<file path="config.mk">
export PLATFORM = sky130hd
export DESIGN_NAME = io_peripherie_flat
export DESIGN_NICKNAME = d
export VERILOG_FILES = /design/src/rtl/io_pkg.sv /design/src/rtl/io_peripherie_if.sv /design/src/rtl/uart_sender.sv /design/src/rtl/io_peripherie.sv /design/src/flat_wrapper.sv
export SDC_FILE = /design/constraint.sdc
export NUM_CORES = 1
export LEC_CHECK = 0
export CORE_MARGIN = 5
export CORE_UTILIZATION = 54
export DETAILED_ROUTE_END_ITERATION = 10
export PLACE_DENSITY = 0.8
export SYNTH_ARGS = -nofsm -noshare
export SYNTH_HDL_FRONTEND = slang
export SYNTH_SLANG_ARGS = --single-unit
</file>
<file path="constraint.sdc">
create_clock -name Clock -period 4.1 [get_ports Clock]
set_input_delay 0.615 -clock Clock [delete_from_list [all_inputs] [get_ports Clock]]
set_output_delay 0.615 -clock Clock [all_outputs]
set_load 0.01 [all_outputs]
</file>
<file path="src/rtl/io_pkg.sv">
// Shared definitions for the memory-mapped I/O responder.
//   ADDR_BITS         word-address width inside the I/O window
//   UART_FRAME_BITS   start + 8 data + stop
//   REG_*             register word offsets
//   io_state_e        bus-handshake FSM states
package io_pkg;

  localparam int ADDR_BITS       = 3;
  localparam int UART_FRAME_BITS = 10;

  localparam logic [ADDR_BITS-1:0] REG_LED         = ADDR_BITS'(0);
  localparam logic [ADDR_BITS-1:0] REG_ZAEHLER     = ADDR_BITS'(1);
  localparam logic [ADDR_BITS-1:0] REG_UART_DATEN  = ADDR_BITS'(2);
  localparam logic [ADDR_BITS-1:0] REG_UART_STATUS = ADDR_BITS'(3);

  typedef enum logic [1:0] {
    IDLE    = 2'd0,
    STALL   = 2'd1,
    ACK     = 2'd2,
    RELEASE = 2'd3
  } io_state_e;

endpackage

</file>
<file path="src/rtl/io_peripherie_if.sv">
// CPU data-bus handshake between the CPU (master) and the I/O responder (slave).
//   LesenAn / SchreibenAn     level requests, held until acknowledged
//   Adresse, DatenRein        word address and write data
//   DatenRaus                 read data, valid with DatenBereit
//   DatenBereit               read acknowledge pulse
//   DatenGeschrieben          write acknowledge pulse
interface io_peripherie_if;
  import io_pkg::*;

  logic                 LesenAn;
  logic                 SchreibenAn;
  logic [ADDR_BITS-1:0] Adresse;
  logic [31:0]          DatenRein;
  logic [31:0]          DatenRaus;
  logic                 DatenBereit;
  logic                 DatenGeschrieben;

  modport master (
    output LesenAn, SchreibenAn, Adresse, DatenRein,
    input  DatenRaus, DatenBereit, DatenGeschrieben
  );

  modport slave (
    input  LesenAn, SchreibenAn, Adresse, DatenRein,
    output DatenRaus, DatenBereit, DatenGeschrieben
  );

endinterface

</file>
<file path="src/rtl/uart_sender.sv">
// 8N1 serial transmitter.
//   Clock, Reset   system clock, async active-high reset
//   Start, Byte    load a frame; honoured only while not Busy
//   Busy           frame in progress; drops during the last stop-bit cycle so a
//                  new frame can be loaded on the edge that ends the stop bit
//   Tx             serial line, idle high
module uart_sender
  import io_pkg::*;
#(
  parameter int CLOCKS_PER_BIT = 217
) (
  input  logic       Clock,
  input  logic       Reset,
  input  logic       Start,
  input  logic [7:0] Byte,
  output logic       Busy,
  output logic       Tx
);

  logic        busy_q;
  logic        tx_q;
  logic [15:0] takt_q;
  logic [3:0]  bit_q;
  logic [8:0]  schiebe_q;
  logic        frei;

  // Free when idle or on the final cycle of the stop bit.
  assign frei = !busy_q || (takt_q == '0 && bit_q == '0);
  assign Busy = !frei;
  assign Tx   = tx_q;

  always_ff @(posedge Clock or posedge Reset) begin
    if (Reset) begin
      busy_q    <= 1'b0;
      tx_q      <= 1'b1;
      takt_q    <= '0;
      bit_q     <= '0;
      schiebe_q <= '1;
    end else if (Start && frei) begin
      busy_q    <= 1'b1;
      tx_q      <= 1'b0;
      takt_q    <= 16'(CLOCKS_PER_BIT - 1);
      bit_q     <= 4'(UART_FRAME_BITS - 1);
      schiebe_q <= {1'b1, Byte};
    end else if (busy_q) begin
      if (takt_q != '0) begin
        takt_q <= takt_q - 16'd1;
      end else if (bit_q == '0) begin
        busy_q <= 1'b0;
        tx_q   <= 1'b1;
      end else begin
        tx_q      <= schiebe_q[0];
        schiebe_q <= {1'b1, schiebe_q[8:1]};
        bit_q     <= bit_q - 4'd1;
        takt_q    <= 16'(CLOCKS_PER_BIT - 1);
      end
    end
  end

endmodule

</file>
<file path="src/rtl/io_peripherie.sv">
// Memory-mapped I/O responder: LED register, free-running cycle counter and
// UART transmitter behind a request/acknowledge bus handshake.
//   Clock, Reset   system clock, async active-high reset
//   bus            slave side of the CPU data-bus handshake
//   Led            LED register
//   UartTx         serial output, idle high
//
// state   | meaning
// IDLE    | waiting for a request; executes it on the sampling edge
// STALL   | UART data write waiting for the transmitter to free up
// ACK     | one-cycle acknowledge pulse
// RELEASE | waiting for both requests to drop
module io_peripherie
  import io_pkg::*;
#(
  parameter int          CLOCKS_PER_BIT = 217,
  parameter logic [31:0] ZAEHLER_START  = 32'd0  // counter value after reset; 0 in normal use
) (
  input  logic           Clock,
  input  logic           Reset,
  io_peripherie_if.slave bus,
  output logic [7:0]     Led,
  output logic           UartTx
);

  io_state_e   state_q;
  logic [7:0]  led_q;
  logic [7:0]  letztes_byte_q;
  logic [31:0] zaehler_q;
  logic [31:0] daten_raus_q;
  logic        bereit_q;
  logic        geschrieben_q;
  logic [31:0] lese_wert;
  logic        uart_busy;
  logic        uart_start;
  logic        schreib_uart;

  assign schreib_uart = bus.SchreibenAn && (bus.Adresse == REG_UART_DATEN);
  // The CPU holds DatenRein during STALL, so the byte is taken from the bus on the load edge.
  assign uart_start   = !uart_busy && ((state_q == IDLE && schreib_uart) || state_q == STALL);

  always_comb begin
    lese_wert = '0;
    case (bus.Adresse)
      REG_LED:         lese_wert = {24'd0, led_q};
      REG_ZAEHLER:     lese_wert = zaehler_q;
      REG_UART_DATEN:  lese_wert = {24'd0, letztes_byte_q};
      REG_UART_STATUS: lese_wert = {31'd0, uart_busy};
      default:         lese_wert = '0;
    endcase
  end

  always_ff @(posedge Clock or posedge Reset) begin
    if (Reset) zaehler_q <= ZAEHLER_START;
    else       zaehler_q <= zaehler_q + 32'd1;
  end

  always_ff @(posedge Clock or posedge Reset) begin
    if (Reset) begin
      state_q        <= IDLE;
      led_q          <= '0;
      letztes_byte_q <= '0;
      daten_raus_q   <= '0;
      bereit_q       <= 1'b0;
      geschrieben_q  <= 1'b0;
    end else begin
      bereit_q      <= 1'b0;
      geschrieben_q <= 1'b0;
      case (state_q)
        IDLE: begin
          if (bus.SchreibenAn) begin
            if (schreib_uart && uart_busy) begin
              state_q <= STALL;
            end else begin
              state_q       <= ACK;
              geschrieben_q <= 1'b1;
              if (bus.Adresse == REG_LED) led_q <= bus.DatenRein[7:0];
              if (schreib_uart) letztes_byte_q <= bus.DatenRein[7:0];
            end
          end else if (bus.LesenAn) begin
            state_q      <= ACK;
            bereit_q     <= 1'b1;
            daten_raus_q <= lese_wert;
          end
        end
        STALL: begin
          if (!uart_busy) begin
            state_q        <= ACK;
            geschrieben_q  <= 1'b1;
            letztes_byte_q <= bus.DatenRein[7:0];
          end
        end
        ACK: state_q <= RELEASE;
        RELEASE: begin
          if (!bus.LesenAn && !bus.SchreibenAn) state_q <= IDLE;
        end
        default: state_q <= IDLE;
      endcase
    end
  end

  assign bus.DatenRaus        = daten_raus_q;
  assign bus.DatenBereit      = bereit_q;
  assign bus.DatenGeschrieben = geschrieben_q;
  assign Led                  = led_q;

  uart_sender #(
    .CLOCKS_PER_BIT(CLOCKS_PER_BIT)
  ) u_uart (
    .Clock (Clock),
    .Reset (Reset),
    .Start (uart_start),
    .Byte  (bus.DatenRein[7:0]),
    .Busy  (uart_busy),
    .Tx    (UartTx)
  );

endmodule
</file>
<file path="src/flat_wrapper.sv">
// flat-port wrapper written by rule: the top's interface ports become plain ports
module io_peripherie_flat import io_pkg::*;
#(
  parameter int          CLOCKS_PER_BIT = 217,
  parameter logic [31:0] ZAEHLER_START  = 32'd0                                               
)
  (Clock, Reset, Led, UartTx, bus_LesenAn, bus_SchreibenAn, bus_Adresse, bus_DatenRein, bus_DatenRaus, bus_DatenBereit, bus_DatenGeschrieben);
  io_peripherie_if bus_i ();
  input  logic Clock;
  input  logic Reset;
  output logic [7:0] Led;
  output logic UartTx;
  input wire logic [$bits(bus_i.LesenAn)-1:0] bus_LesenAn;
  input wire logic [$bits(bus_i.SchreibenAn)-1:0] bus_SchreibenAn;
  input wire logic [$bits(bus_i.Adresse)-1:0] bus_Adresse;
  input wire logic [$bits(bus_i.DatenRein)-1:0] bus_DatenRein;
  output wire logic [$bits(bus_i.DatenRaus)-1:0] bus_DatenRaus;
  output wire logic [$bits(bus_i.DatenBereit)-1:0] bus_DatenBereit;
  output wire logic [$bits(bus_i.DatenGeschrieben)-1:0] bus_DatenGeschrieben;
  assign bus_i.LesenAn = bus_LesenAn;
  assign bus_i.SchreibenAn = bus_SchreibenAn;
  assign bus_i.Adresse = bus_Adresse;
  assign bus_i.DatenRein = bus_DatenRein;
  assign bus_DatenRaus = bus_i.DatenRaus;
  assign bus_DatenBereit = bus_i.DatenBereit;
  assign bus_DatenGeschrieben = bus_i.DatenGeschrieben;
  io_peripherie #(.CLOCKS_PER_BIT(CLOCKS_PER_BIT), .ZAEHLER_START(ZAEHLER_START)) u_core (.Clock(Clock), .Reset(Reset), .bus(bus_i), .Led(Led), .UartTx(UartTx));
endmodule
</file>
---- After elaboration in Yosys (flattened, before gate mapping) ----
Cells that the tools add are included.
storage, ports and cells
  flip-flop bits (word level) ............. 115
  latch bits .............................. 0
  RAM bits ................................ 0
  memory bits (read-only) ................. 0
  input port bits ......................... 39
  output and inout port bits .............. 43
  word-level logic and storage cells ...... 98
  memories ................................ 0
cells by class
  add/subtract/negate cells ............... 3
  $mul .................................... 0
  div/mod/pow operators ................... 0
  order comparisons ....................... 0
  eq/ne operators ......................... 15
  shifts and indexed selects .............. 0
  mux-type cells .......................... 39
  bitwise logic cells ..................... 2
  reduce and logical (&&, ||, !) cells .... 27
operator list
  operator                 number
  $pmux W32 S4             1
  $mux W16                 4
  $mux W9                  4
  $add A32 B1 Y32 const B  1
  $mux W8                  4
  $logic_not A16 Y1        1
  $mux W4                  4
  $pmux W8 S2              1
  $reduce_bool A16 Y1      1
  $sub A16 B1 Y16 const B  1
  $mux W1                  14
  $mux W2                  5
  $ne A2 B2 Y1 const B     5
  $reduce_and A3 Y1        3
  $pmux W2 S4              1
  $logic_and A1 B1 Y1      7
  $eq A3 B2 Y1 const B     2
  $ne A3 B3 Y1 const B     2
  $reduce_and A5 Y1        1
  $eq A2 B2 Y1 const B     2
  $logic_not A1 Y1         4
  $logic_not A4 Y1         1
  $ne A2 B1 Y1 const B     2
  $reduce_and A2 Y1        2
  other kinds (10)         13

---- Logic depth before layout (Yosys ltp) ----
Gate-level depths: netlist (run 1).
  depth in word-level cells ............... 8
  depth in mapped cells ................... 9
  gate-level depth less buffers ........... 7

---- Hierarchy ----
Synthesis (run 1) repeated with hierarchy kept, for this count alone.
unflattened totals
  cells, all modules ...................... 456
  area total of the unflattened synthesis .. 5,316.3 µm²
modules (own cells, without submodules)
  module         times used  cells an instance  area each (µm²)  seq. area each (µm²)
  io_peripherie  1           286                3,687.3          2,102.0
  uart_sender    1           170                1,629.1          762.0

---- Least setup slack after synthesis (run 1) ----
Ideal clock, no wire load.
  path type ............................... reg2reg
  start point ............................. register u_core.u_uart.takt_q[0]
  end point ............................... register u_core.letztes_byte_q[0]
  setup time .............................. 0.125 ns
  data arrival time ....................... 2.540 ns
  data required time ...................... 3.975 ns
  slack ................................... 1.435 ns
  cell stages (with the launch flop) ...... 9
  path buffers ............................ 1
  period minus slack after synthesis ...... 2.665 ns
  path through ............................ dfrtp_1 -> inv_1 -> ha_1 -> or4b_4 -> buf_6 -> or4_4 -> o21a_4 -> nor2_8 -> mux2_4
on the way
  longest elaborated chain between the ends .. 7
  elaborated cells on any way between the ends .. 8
  those cells by class .................... eq/ne (2); reduce/logical (6)
ends and longest elaborated chain
  what                                    RTL line             source
  start, declared                         uart_sender.sv:22    logic [15:0] takt_q;
  start signal, assigned                  uart_sender.sv:42    takt_q <= 16'(CLOCKS_PER_BIT - 1);
  start signal, assigned                  uart_sender.sv:47    takt_q <= takt_q - 16'd1;
  start signal, assigned                  uart_sender.sv:55    takt_q <= 16'(CLOCKS_PER_BIT - 1);
  $logic_not A16 Y1 (*)                   uart_sender.sv:28    assign frei = !busy_q || (takt_q == '0 && bit_q == '0);
  $logic_and A1 B1 Y1 (*)                 uart_sender.sv:28
  $logic_or A1 B1 Y1 (*)                  uart_sender.sv:28
  $logic_not A1 Y1                        uart_sender.sv:29    assign Busy = !frei;
  $logic_and A1 B1 Y1                     io_peripherie.sv:72  if (schreib_uart && uart_busy) begin
  $ne A2 B2 Y1 (no source line)           n/a
  $reduce_and A5 Y1 (no source line) (*)  n/a
  end signal, assigned                    io_peripherie.sv:78  if (schreib_uart) letztes_byte_q <= bus.DatenRein[7:0];
  end signal, assigned                    io_peripherie.sv:90  letztes_byte_q <= bus.DatenRein[7:0];
  end, declared                           io_peripherie.sv:28  logic [7:0] letztes_byte_q;
Every way passes the cells marked *; elsewhere a longest branch is shown, timed or not.
A chain may end at the register's enable or synchronous reset.

---- Worst setup path after layout (run 1) ----
  start point ............................. input port bus_Adresse[1]
  end point ............................... register u_core.u_uart.takt_q[2]
on the way
  longest elaborated chain between the ends .. 8
  elaborated cells on any way between the ends .. 10
  those cells by class .................... eq/ne (2); mux (1); reduce/logical (7)
ends and longest elaborated chain
  what                                                                 RTL line             source
  start, declared                                                      flat_wrapper.sv:15   input wire logic [$bits(bus_i.Adresse)-1:0] bus_Adresse;
  $eq A3 B2 Y1 (*)                                                     io_peripherie.sv:38  assign schreib_uart = bus.SchreibenAn && (bus.Adresse == REG_UART_DATEN);
  $logic_and A1 B1 Y1 (*)                                              io_peripherie.sv:38
  $logic_and A1 B1 Y1 (*)                                              io_peripherie.sv:40  assign uart_start = !uart_busy && ((state_q == IDLE && schreib_uart) || state_q == STALL);
  $logic_or A1 B1 Y1 (*)                                               io_peripherie.sv:40
  $logic_and A1 B1 Y1 (*)                                              io_peripherie.sv:40
  $logic_and A1 B1 Y1 (*)                                              uart_sender.sv:39    end else if (Start && frei) begin
  $ne A3 B3 Y1 (no source line) or $reduce_bool A2 Y1 (tied branches)  n/a
  $reduce_and A2 Y1 (no source line)                                   n/a
Marked as above.

==> results of run 1 <==
==> final cells by class <==
class / count / share of cell area (%)
sequential: 114 / 43.4
multi-input combinational: 304 / 34.3
timing repair buffer: 62 / 9.41
clock buffer: 22 / 6.87
clock inverter: 10 / 2.73
tap: 133 / 2.52
inverter: 13 / 0.778
==> worst max-delay path, cell delays in order <==
cell	delay, ns
clkdlybuf4s50_1	0.69
nor4bb_1	0.30
a21oi_1	0.76
a22o_1	0.51
o211ai_1	0.16
a311oi_1	0.22
==> state kept, by name (all words and copies together) (netlist names) <==
register	flops
u_core.letztes_byte_q	8
u_core.u_uart.Tx	1
u_core.u_uart.schiebe_q	8
u_core.u_uart.takt_q	16
u_core.Led	8
u_core.bus.DatenBereit	1
u_core.state_q	2
u_core.u_uart.busy_q	1
u_core.bus.DatenRaus	32
u_core.zaehler_q	32
u_core.u_uart.bit_q	4
u_core.bus.DatenGeschrieben	1
==> cell families after synthesis <==
kind of cell	synth area share [%]
compound gates	15.5
xor+xnor	6.00
fa+ha+maj	2.14
buf+inv	2.57
flops	54.5
mux	6.12
simple gates	13.1
==> synth_stat cells (all sizes together), types with 3 or more instances <==
master  number
o22a         8
a21oi       10
xor2         6
a211oi       9
or4          6
nor4         5
ha           9
mux2i       10
nor3         4
dfstp        9
o21a         8
xnor2       30
nor2        24
nand2       31
nand4        9
clkbuf      11
nand3       12
and3         4
inv         13
buf          7
and4         6
nand2b       3
or3          6
dfrtp      105
o21ai       20
a22o        33
mux2        17
a31oi        3
nor2b        3
==> worst max-delay path by stage <==
stage,from,endpoint,cells after the start
floorplan,Reset,u_core.Led[0]$_DFFE_PP0P_,1
global placement,bus_Adresse[1],u_core.u_uart.takt_q[2]$_DFFE_PP0P_,6
detailed placement,bus_Adresse[1],u_core.u_uart.takt_q[2]$_DFFE_PP0P_,6
CTS,u_core.u_uart.takt_q[0]$_DFFE_PP0P_,u_core.letztes_byte_q[7]$_DFFE_PP0P_,7
global route,bus_Adresse[1],u_core.u_uart.takt_q[2]$_DFFE_PP0P_,6
finish,bus_Adresse[1],u_core.u_uart.takt_q[2]$_DFFE_PP0P_,6
==> through the flow <==
| step | area, µm² | worst slack [ns] |
|---|---|---|
| global route | 6600 | 1.02 |
| CTS | 6600 | 1.24 |
| global placement | 5960 | 0.879 |
| floorplan | 5260 | 0.484 |
| detailed placement | 5960 | 0.785 |
| finish | 6600 | 1.24 |
==> where the power goes <==
| part | total, mW | switching [mW] | internal [mW] |
|---|---|---|---|
| Clock | 1.57 | 0.496 | 1.08 |
| Combinational | 0.490 | 0.255 | 0.235 |
| Sequential | 1.27 | 0.0660 | 1.20 |
==> routing by layer <==
layer  GRT usage [%]  vias to the layer above  wire [µm]
met1            30.0                     1947       5350
met4            6.94                        0        165
met2            34.3                      110       5600
met3            5.09                       17        576
met5               0                        -          0
li1                -                     1784          -
==> results.md, run 1 <==
* Share of cells above drive strength 1 at 13.5%
* Synthesized cell area at 5260 µm²
* Area contributors post-synth: dfrtp_1 (50%), a22o_1 (5.5%), xnor2_1 (5.0%), dfstp_2 (4.5%), mux2_4 (2.3%)
* Post-synthesis sequential area ratio at 54.5%
* R2r startpoint: u_core.u_uart.takt_q[0]$_DFFE_PP0P_
* Cts repair resizes at 0
* Chip width at 109 µm
* CP required at 4.51 ns
* Utilization after layout at 68.4%
* Tot Pwr at 3.33 mW
* Lkg Pwr at 2.85 nW
* Critical Path Source Type: primary input
* Min Hold Slack at 0.463 ns
* Endpoint, Worst Hold: u_core.zaehler_q[0]$_DFF_PP0_
* Die height at 109 µm
* Row count at 36
* Avg WL per Cell at 17.8 µm
* Ys async rst share at 100%
* Crit Path Class: in -> reg
* Worst-path fanout max at 14
* Clock Tree Buf Depth at 2
* VDD IR-drop max at 0.339 mV
* Setup_tns at 0 ns
* GRT overflow at 0
* Crit share post-route at 69.7%
* Clock transition at path regs at 0.06 ns
* Routability cong. at 0.844
* Min-Delay Path Class: reg -> reg
* Clk sinks at 114
* PD cells at 505 nW/µm²
* Number of synthesis warnings at 0
* Synth Area per Inst at 11.7 µm²
* Area Overhead vs Synth at 25.5%
* Hold Fails Final Rpt at 0
* Cells after Synth at 449
* Clock Skew at 0.00610 ns
* Final non-filler cell total at 658
* Largest net degree at the start of global routing at 68
* Port-buffer cells at 57
* Total routing usage reported by global routing at 21.7%
* Vias per cell at 5.86
* H-Tree Depth at 4
* Setup-failing EPs final at 0
* CTS root buf: clkbuf_8
* Fin. max-slew vios at 0
* CTS tree: built
* Slew margin rel. at 29.4%
* Status: complete, no violations
* Commonest non-fill, non-tap cell in the layout: dfrtp_1
* Filler cell count at 726
* Data arrival, critical path at 3.27 ns
* Most frequent cells in the layout: dfrtp_1 (105), clkdlybuf4s50_1 (57), a22o_1 (33)
* Area of the multi-input gates at 2260 µm²
* Critical path capture point type: flop
* Starting Density at 54.5%
* Number of diodes at 0
* Post-DP HPWL at 7790 µm
* Detailed-route via count at 3858
* Fin nets at 560
* EDFF count, synth at 0
* Hold_sp: u_core.zaehler_q[0]$_DFF_PP0_
* WL final at 11700 µm
* Cells after DPL at 626
* I/O Pins at 82
* Fmax at 350 MHz
* Cell accounting for the most synthesized area: dfrtp_1
* Core area at 9640 µm²
* Worst-Skew Late Latency at 0.52 ns
* Die ar. at 11800 µm²
* First-pass GRT wire length at 19900 µm
* Net count of the mapped netlist at 497
* Num CTS Buffers at 17
* Hold_buf cts at 0
* Max-Cap Viols at 0
* Register-to-register setup slack at 1.24 ns
* R2R depth at 7
* Pre-Repair DR Iteration Count at 5
* RR Endpoint: u_core.letztes_byte_q[7]$_DFFE_PP0P_
* Synth unique cells at 61
* Hold Crit Depth at 1
* Main flop type after synthesis: dfrtp_1
* Worst-Margin Slew at 1.05 ns
* Vias in the first global route at 3960
* Synth top area share at 50.0%
* Seq. cell area at 2860 µm²
* DRT antenna net count at 0
* Synth Register Bits at 114
* Post-CTS setup buffers at 0
* Residual DRC at 0
* Initial antenna violation count at 0
* DR iter-0 viols at 199
* Tmin final at 2.86 ns
* RSZ-0062 raised after global routing: false
No activity file was read; power rests on OpenSTA's default activity.
==> run 2, diff against run 1 <==
==> constraint.sdc (replaced) <==
create_clock -name Clock -period 2.9 [get_ports Clock]
set_input_delay 0.435 -clock Clock [delete_from_list [all_inputs] [get_ports Clock]]
set_output_delay 0.435 -clock Clock [all_outputs]
set_load 0.01 [all_outputs]
==> results.md, run 2 (synthesized netlist as in run 1, its figures left out) <==
* Number of diodes at 0 (unchanged)
* Starting Density at 54.5% (unchanged)
* Clk pwr share at 42.3% (was 47.2%)
* Clock Skew at 0.00731 ns (was 0.00610 ns)
* Data arrival, critical path at 3.17 ns (was 3.27 ns)
* Max-Cap Viols at 0 (unchanged)
* Internal Power at 3.20 mW (was 2.52 mW)
* Fin area at 6560 µm² (was 6600 µm²)
* I/O Pins at 82 (unchanged)
* Detailed-route via count at 3912 (was 3858)
* Worst setup margin at 0.139 ns (was 1.24 ns)
* Residual DRC at 0 (unchanged)
* Flop pwr share at 41.1% (was 38.1%)
* Worst-Margin Slew at 0.606 ns (was 1.05 ns)
* Area of the multi-input gates at 2260 µm² (unchanged)
* Seq. cell area at 2860 µm² (unchanged)
* Port-buffer cells at 57 (unchanged)
* Worst-Skew Late Latency at 0.52 ns (about the same)
* Register-to-register setup slack at 0.14 ns (was 1.24 ns)
* Min-Delay Path Class: in -> async (was reg -> reg)
* CTS root buf: clkbuf_8 (unchanged)
* Critical path capture point type: flop (unchanged)
* R2R depth at 7 (unchanged)
* DRT antenna net count at 0 (unchanged)
* Crit Path Class: reg -> reg (was in -> reg)
* VDD IR-drop max at 0.483 mV (was 0.339 mV)
* CP max stage cell: or4_4 (was a21oi_1)
* Tot Pwr at 4.38 mW (was 3.33 mW)
* Clk sinks at 114 (unchanged)
* Status: complete, no violations (unchanged)
* CP Cell Sequence: inv_1, ha_1, or4b_4, or4_4, o21a_4, nor2_8, mux2_4 (was clkdlybuf4s50_1, nor4bb_1, a21oi_1, a22o_1, o211ai_1, a311oi_1)
* Routability cong. at 0.842 (was 0.844)
* NetSw at 1.17 mW (was 817 µW)
* Vias per cell at 5.87 (was 5.86)
* Setup-failing EPs final at 0 (unchanged)
* Chip width at 109 µm (unchanged)
* Clock Tree Buf Depth at 2 (unchanged)
* Cts repair resizes at 0 (unchanged)
* Area Overhead vs Synth at 24.9% (was 25.5%)
* Lkg Pwr at 2.84 nW (was 2.85 nW)
* Core area at 9640 µm² (unchanged)
* Row count at 36 (unchanged)
* Critical Path Source Type: flop (was primary input)
* Pre-CTS WS at 0.168 ns (was 0.785 ns)
* First-pass GRT wire length at 20200 µm (was 19900 µm)
* Initial antenna violation count at 0 (unchanged)
* Tmin final at 2.76 ns
* Fin nets at 569 (was 560)
* Utilization after layout at 68.1% (was 68.4%)
* Pre-Repair DR Iteration Count at 4 (was 5)
* Avg WL per Cell at 17.9 µm (was 17.8 µm)
* Filler cell count at 747 (was 726)
* Combinational power share at 16.7% (was 14.7%)
* PD cells at 667 nW/µm² (was 505 nW/µm²)
* Crit share post-route at 95.2%
* Hold Fails Final Rpt at 0 (unchanged)
* Total routing usage reported by global routing at 22.2% (was 21.7%)
* RR Endpoint: u_core.letztes_byte_q[3]$_DFFE_PP0P_ (was u_core.letztes_byte_q[7]$_DFFE_PP0P_)
* Post-DP HPWL at 7860 µm (was 7790 µm)
* Post-CTS setup buffers at 0 (unchanged)
* Num CTS Buffers at 17 (unchanged)
* CTS tree: built (unchanged)
* Worst-path fanout max at 8 (was 14)
* Fin. max-slew vios at 0 (unchanged)
* Slew margin rel. at 59.5% (was 29.4%)
* Fmax at 362 MHz
* Commonest non-fill, non-tap cell in the layout: dfrtp_1 (unchanged)
* H-Tree Depth at 4 (unchanged)
* RSZ-0062 raised after global routing: false (unchanged)
* Die height at 109 µm (unchanged)
* Placed Area at 6030 µm² (was 5960 µm²)
* Die ar. at 11800 µm² (unchanged)
* Largest net degree at the start of global routing at 115 (was 68)
* GRT overflow at 0 (unchanged)
* Sw Share at 26.8% (was 24.5%)
* WL final at 11900 µm (was 11700 µm)
* Hold_buf cts at 0 (unchanged)
* Clock transition at path regs at 0.05 ns (was 0.06 ns)
* Most frequent cells in the layout: dfrtp_1 (105), clkdlybuf4s50_1 (57), a22o_1 (33) (unchanged)
* R2r startpoint: u_core.u_uart.takt_q[0]$_DFFE_PP0P_ (unchanged)
* Vias in the first global route at 4029 (was 3960)
* Setup_tns at 0 ns (unchanged)
* CP required at 3.31 ns (was 4.51 ns)
* DR iter-0 viols at 177 (was 199)
* Share of cells above drive strength 1 at 15.0% (was 13.5%)
* Critical path's largest stage delay at 0.55 ns (was 0.76 ns)
[run 2: changes by cell type in the layout (fill, tap and decap cells not counted), sizes merged]
cell / delta
clkinvlp: +1
clkinv: +5
bufinv: -4
inv: -1
clkbuf: -1
buf: +9
[run 2: how the worst max path moves through the flow]
stage	end	cells after the start	from	slack, ns
finish	u_core.letztes_byte_q[3]$_DFFE_PP0P_	7	u_core.u_uart.takt_q[0]$_DFFE_PP0P_	0.14
global route	u_core.u_uart.schiebe_q[3]$_DFFE_PP1P_	8	u_core.u_uart.takt_q[0]$_DFFE_PP0P_	0.03
CTS	u_core.letztes_byte_q[3]$_DFFE_PP0P_	7	u_core.u_uart.takt_q[0]$_DFFE_PP0P_	0.15
global placement	u_core.letztes_byte_q[3]$_DFFE_PP0P_	7	u_core.u_uart.takt_q[0]$_DFFE_PP0P_	0.23
floorplan	u_core.letztes_byte_q[0]$_DFFE_PP0P_	8	u_core.u_uart.takt_q[0]$_DFFE_PP0P_	0.24
detailed placement	u_core.letztes_byte_q[3]$_DFFE_PP0P_	7	u_core.u_uart.takt_q[0]$_DFFE_PP0P_	0.17
[run 2: power by group through the flow]
stage	Clock, mW	Combinational (mW)	Sequential, mW
floorplan	0	0.336	1.84
global placement	0	0.690	1.82
detailed placement	0	0.720	1.82
CTS	1.87	0.727	1.80
global route	1.95	0.779	1.81
finish	1.85	0.730	1.80
[run 2: stage by stage]
step	hold WS (ns)	cells
final	0.460	667
after global routing	0.505	667
after CTS	0.468	667
after detailed placement	0.472	635
after global placement	0.459	635
after floorplan	0.435	449
[run 2: layer usage]
metal	up-vias	share of wire, %	global-route usage (%)
li1	1799	-	-
met1	1952	45	29.6
met2	136	47	34.7
met3	25	5.3	5.62
met4	0	2.1	9.11
met5	-	0	0
[run 2: cell type report]
type / instances / share of cell area [%]
flip-flops and latches: 114 / 43.6
multi-input cells: 304 / 34.5
repair buffers: 71 / 10.5
clock buffers: 21 / 6.69
well taps: 133 / 2.54
clock inverters: 11 / 1.35
inverters: 13 / 0.801
[run 2: worst max-delay path, delay by kind of cell (launching register included)]
kind / cells / cell delay, ns
AOI/OAI and AO/OA: 1 / 0.28
adders and majority gates: 1 / 0.26
buffers and inverters: 1 / 0.11
DFF: 1 / 0.39
muxes: 1 / 0.33
and+or+nand+nor: 3 / 1.28
